===== src/rtl/ysyx_22050550_trap_ctrl.sv =====
`default_nettype none
// ============================================================================
// Module   : ysyx_22050550_trap_ctrl
// Brief    : Trap sequencer for ecall/mret (and the optional machine timer
//            interrupt, enabled by ysyx_22050550_TIMERINT_EN). Writes
//            mepc/mcause/mstatus, flushes the pipeline and redirects fetch.
// Revision : 1.0 - initial release
// ============================================================================
module ysyx_22050550_trap_ctrl #(
    parameter int XLEN    = 64,
    parameter int CSREN_W = 8
) (
    input  logic               clock,
    input  logic               reset,
    input  logic               io_WB_valid,
    input  logic [XLEN-1:0]    io_WB_pc,
    input  logic [XLEN-1:0]    io_WB_NextPc,
    input  logic               io_WB_ecallflag,
    input  logic               io_WB_mretflag,
    output logic               io_TrapWB_ready,
    input  logic [XLEN-1:0]    mtvec,
    input  logic [XLEN-1:0]    mepc,
    input  logic [XLEN-1:0]    mstatus,
    input  logic [XLEN-1:0]    mie,
    input  logic               io_irq_mtip,
    output logic [XLEN-1:0]    trapmepc,
    output logic [XLEN-1:0]    trapmcause,
    output logic [XLEN-1:0]    trapmstatus,
    output logic [CSREN_W-1:0] trapcsren,
    output logic               io_flush,
    output logic               io_redirect_valid,
    output logic [XLEN-1:0]    io_redirect_pc,
    input  logic               io_redirect_ready,
    output logic               io_busy
);

    localparam logic [CSREN_W-1:0] CSREN_TRAP  = CSREN_W'(8'h0B);
    localparam logic [CSREN_W-1:0] CSREN_MRET  = CSREN_W'(8'h08);
    localparam logic [XLEN-1:0]    CAUSE_ECALL = XLEN'(11);
    localparam logic [XLEN-1:0]    CAUSE_MTI   = {1'b1, (XLEN-1)'(7)};

    typedef enum logic [1:0] {
        S_IDLE     = 2'd0,
        S_SAVE     = 2'd1,
        S_REDIRECT = 2'd2
    } state_t;

    state_t               r_state;
    logic [XLEN-1:0]      r_target;
    logic [CSREN_W-1:0]   r_csren;
    logic [XLEN-1:0]      r_mepc;
    logic [XLEN-1:0]      r_mcause;
    logic [XLEN-1:0]      r_mstatus;
    logic                 r_flush;
    logic                 r_rvalid;
    logic [XLEN-1:0]      r_rpc;
    logic                 r_busy;
    logic                 r_ready;

    logic                 w_irq;
    logic                 w_unused_bits;
    logic [XLEN-1:0]      w_ms_entry;
    logic [XLEN-1:0]      w_ms_mret;
    logic [XLEN-1:0]      w_vector;

`ifdef ysyx_22050550_TIMERINT_EN
    assign w_irq         = io_irq_mtip & mie[7] & mstatus[3];
    assign w_unused_bits = ^{mtvec[1:0], mie[XLEN-1:8], mie[6:0]};
`else
    assign w_irq         = 1'b0;
    assign w_unused_bits = ^{mtvec[1:0], mie, io_irq_mtip, io_WB_NextPc};
`endif

    assign w_vector = {mtvec[XLEN-1:2], 2'b00};

    always_comb begin
        w_ms_entry         = mstatus;
        w_ms_entry[7]      = mstatus[3];
        w_ms_entry[3]      = 1'b0;
        w_ms_entry[12:11]  = 2'b11;
        w_ms_mret          = mstatus;
        w_ms_mret[3]       = mstatus[7];
        w_ms_mret[7]       = 1'b1;
    end

    always_ff @(posedge clock) begin
        if (reset) begin
            r_state   <= S_IDLE;
            r_target  <= '0;
            r_csren   <= '0;
            r_mepc    <= '0;
            r_mcause  <= '0;
            r_mstatus <= '0;
            r_flush   <= 1'b0;
            r_rvalid  <= 1'b0;
            r_rpc     <= '0;
            r_busy    <= 1'b0;
            r_ready   <= 1'b1;
        end else begin
            case (r_state)
                S_IDLE: begin
                    if (io_WB_valid && (io_WB_mretflag || io_WB_ecallflag || w_irq)) begin
                        r_state <= S_SAVE;
                        r_flush <= 1'b1;
                        r_busy  <= 1'b1;
                        r_ready <= 1'b0;
                        if (io_WB_mretflag) begin
                            r_target  <= mepc;
                            r_csren   <= CSREN_MRET;
                            r_mepc    <= '0;
                            r_mcause  <= '0;
                            r_mstatus <= w_ms_mret;
                        end else if (io_WB_ecallflag) begin
                            r_target  <= w_vector;
                            r_csren   <= CSREN_TRAP;
                            r_mepc    <= io_WB_pc;
                            r_mcause  <= CAUSE_ECALL;
                            r_mstatus <= w_ms_entry;
                        end else begin
                            // Interrupted instruction still retires: resume after it.
                            r_target  <= w_vector;
                            r_csren   <= CSREN_TRAP;
                            r_mepc    <= io_WB_NextPc;
                            r_mcause  <= CAUSE_MTI;
                            r_mstatus <= w_ms_entry;
                        end
                    end
                end
                S_SAVE: begin
                    r_state   <= S_REDIRECT;
                    r_csren   <= '0;
                    r_mepc    <= '0;
                    r_mcause  <= '0;
                    r_mstatus <= '0;
                    r_flush   <= 1'b0;
                    r_rvalid  <= 1'b1;
                    r_rpc     <= r_target;
                end
                S_REDIRECT: begin
                    if (io_redirect_ready) begin
                        r_state  <= S_IDLE;
                        r_rvalid <= 1'b0;
                        r_rpc    <= '0;
                        r_busy   <= 1'b0;
                        r_ready  <= 1'b1;
                    end
                end
                default: begin
                    r_state <= S_IDLE;
                    r_busy  <= 1'b0;
                    r_ready <= 1'b1;
                end
            endcase
        end
    end

    // Reset forces reset values immediately so an aborted SAVE never writes CSRs.
    assign trapcsren         = reset ? '0 : r_csren;
    assign trapmepc          = reset ? '0 : r_mepc;
    assign trapmcause        = reset ? '0 : r_mcause;
    assign trapmstatus       = reset ? '0 : r_mstatus;
    assign io_flush          = ~reset & r_flush;
    assign io_redirect_valid = ~reset & r_rvalid;
    assign io_redirect_pc    = reset ? '0 : r_rpc;
    assign io_busy           = ~reset & r_busy;
    assign io_TrapWB_ready   = reset | r_ready;

endmodule
`default_nettype wire


===== config.mk =====
export PLATFORM = sky130hd
export DESIGN_NAME = ysyx_22050550_trap_ctrl
export DESIGN_NICKNAME = d
export VERILOG_FILES = /design/src/rtl/ysyx_22050550_trap_ctrl.sv
export SDC_FILE = /design/constraint.sdc
export NUM_CORES = 1
export LEC_CHECK = 0
export BUFFER_PORTS_ARGS = -buffer_cell sky130_fd_sc_hd__buf_2
export CORE_AREA = 4 4 253 255
export CTS_BUF_LIST = sky130_fd_sc_hd__clkbuf_2 sky130_fd_sc_hd__clkbuf_4 sky130_fd_sc_hd__clkbuf_8
export CTS_CLUSTER_SIZE = 12
export DETAILED_ROUTE_END_ITERATION = 6
export DIE_AREA = 0 0 257 259
export SLEW_MARGIN = 20
export SYNTH_ARGS = -nofsm -noshare
export SYNTH_HDL_FRONTEND = slang
export SYNTH_SLANG_ARGS = --single-unit
export TNS_END_PERCENT = 30

===== constraint.sdc =====
create_clock -name clock -period 2.1 [get_ports clock]
set_input_delay 0.42 -clock clock [delete_from_list [all_inputs] [get_ports clock]]
set_output_delay 0.42 -clock clock [all_outputs]
set_load 0.02 [all_outputs]

==> impl_metrics.toml <==
[outcome]
status = "finished, final reports clean"

[detailed_routing]
dr.first_iter.drc_count = 595
routed_wl_um = 38100
vias = 10300
via_per_inst = 3.93
ant_nets = 0
drt_pass1_iterations = 4
wl_per_cell_um = 14.5
drc = 0

[timing]
layout_worst_path_cycle_share = 0.928
setup_violations = 0
hold_violations = 0
slew_viol_final = 0
rsz0062_at_grt = "no"
fin_worst_skew_ps = 24.0
hold_slack_ps = 78.6
fin_setup_tns_ps = 0
max_freq_mhz = 513
setup_slack_ps = 151
fin_crit_ps = 1950

[critical_path]
crit_slowest_cell = "nor2b_1"
crit_path_max_fanout = 2
critPathCaptureType = "output pin"
path_class = "reg2out"
critPathMaxStageDelay_ps = 370
crit_chain = "nor2b_1, buf_2"
cp.arrival_ps = 1530
worst_setup_path_start_kind = "flop"
required_ps = 1680

[yosys]
ys_types = 34
synth_cells = 1180
yosys_warnings = 0
ys_seq_elements = 265
yosysSeqAreaShare = 0.472
avgSynthCellArea_um2 = 9.52
syn-cell-area_mm2 = 0.0112

[power]
leakage_nw = 8.09
ir_drop_v = 0.000469
powerDensity_mw_per_mm2 = 767
power_mw = 12.7

[cells_and_area]
seq_area_mm2 = 0.00531
final_util = 0.268
syn2layout_area_growth_pct = 47.1
nNetsFinal = 2135
drive_above_1_share = 0.340
final_area_mm2 = 0.0165
n_fill_cell = 6567
layout.cells.non_filler = 2619
multi_input_area_mm2 = 0.00484
mostFrequentLayoutCells = "buf_2 (461), dfxtp_1 (265), nor2b_1 (134), a22o_1 (127), dlygate4sd3_1 (115)"
mostFrequentLayoutCell = "buf_2"

[global_route]
grt_pass1_wl_um = 57500
grt_pass1_vias = 10100
track_usage = 0.107
grt_overflow = 0
antenna_found_initial = 3
grt_max_degree = 67

[job]
drv_cap = 0

[cts]
cts_sinks = 265
cts-resized-gates = 0
cts_inserted_buffers = 50
cts-root-buf = "clkbuf_8"
clk_pin_slew_worst_paths_ps = 60
cts_buffer_depth = 3
postCtsSetupRepairBufs = 0
clock_latency_ps = 590
cts_tree = "built"
cts_max_level = 2

[floorplanning]
core_mm2 = 0.0616
dieWidth_um = 257
fp-row-count = 91
die_y_um = 259
start_util = 0.182
pin_count = 659
die-area_mm2 = 0.0666

[placement]
postPlaceCellArea_mm2 = 0.0143
io_buffers = 463
dpl.hpwl_um = 25600
place_ws_ps = 170
dp_cells = 2414
place_congestion = 0.725

[min_path]
hold_class = "in2reg"
==> synthesized netlist by cell type <==
cell type / instances / area share
buf_2: 36 / 0.016
a21oi_1: 67 / 0.030
mux2i_1: 62 / 0.055
buf_4: 80 / 0.053
conb_1: 1 / 0.00033
o21a_1: 1 / 0.00067
nor3b_1: 1 / 0.00067
or2_2: 2 / 0.0011
a21o_1: 3 / 0.0020
nor3_2: 1 / 0.00089
and2_1: 1 / 0.00056
nand2_1: 66 / 0.022
buf_6: 17 / 0.017
a211oi_1: 62 / 0.041
o21ai_2: 2 / 0.0016
nand3b_1: 1 / 0.00067
o21ai_1: 3 / 0.0013
a32o_1: 1 / 0.00089
dfxtp_1: 265 / 0.47
nand3_1: 2 / 0.00089
nor3_1: 1 / 0.00045
a22o_1: 127 / 0.099
nand2b_1: 69 / 0.038
o21bai_1: 1 / 0.00067
and4bb_1: 1 / 0.0011
or2_4: 1 / 0.00078
clkbuf_1: 36 / 0.012
inv_1: 66 / 0.022
nor3b_2: 1 / 0.0011
nor2b_1: 134 / 0.075
o21ai_0: 64 / 0.029
nor2_2: 2 / 0.0011
nor2_1: 2 / 0.00067
buf_1: 1 / 0.00033
==> worst max-delay path: cells and delay by family, from the launching register on <==
family	cells	cell delay, ps
buffers and inverters	1	250
DFF	1	320
and+or+nand+nor	1	370
==> per-layer routing <==
layer,GRT usage,share of wire
met4,0.0318,0.023
met3,0.0369,0.087
met2,0.179,0.47
met5,0,0.00071
met1,0.130,0.42
==> worst paths after layout <==
kind                            slack [ps]                      end  depth (start not counted)                        from
worst max-delay path                   150          trapmstatus[57]                          2  r_mstatus[57]$_SDFFE_PP0P_
worst min-delay path                    80  r_mepc[58]$_SDFFE_PP0P_                          2                io_WB_pc[58]
worst max register to register         410  r_mepc[14]$_SDFFE_PP0P_                          4     r_state[1]$_SDFFE_PP0P_
worst min register to register         440   r_rpc[48]$_SDFFE_PP0P_                          2   r_target[48]$_SDFFE_PP0P_
==> sequential cells by signal, indices dropped and copies added, names as in the netlist <==
register,flops
r_csren,2
r_ready,1
r_rvalid,1
r_mepc,64
r_state,2
r_busy,1
r_target,64
r_mcause,2
r_mstatus,64
r_rpc,64
==> final cells by class <==
| type | instances | share of cell area |
|---|---|---|
| flip-flops and latches | 265 | 0.321 |
| multi-input cells | 742 | 0.293 |
| repair buffers | 619 | 0.241 |
| well taps | 837 | 0.0634 |
| clock buffers | 80 | 0.0606 |
| inverters | 66 | 0.0150 |
| clock inverters | 9 | 0.00621 |
| diodes | 1 | 0.000151 |
==> timing repair <==
action	in CTS	in global routing
hold buffers	115	0
endpoints found under the setup margin	0	0
hold endpoints to repair	115	0
==> power by group <==
| group | switching, mW | internal [mW] |
|---|---|---|
| Sequential | 0.0914 | 5.29 |
| Combinational | 0.994 | 0.801 |
| Clock | 2.24 | 3.25 |
==> cell families after synthesis <==
logic type,after synthesis,share of synthesized area
buffers and inverters,236,0.121
and+or+nand+nor,285,0.145
DFF,265,0.472
other,1,0.000334
AOI/OAI and AO/OA,331,0.206
muxes,62,0.0553
No activity file was read; power rests on OpenSTA's default activity.
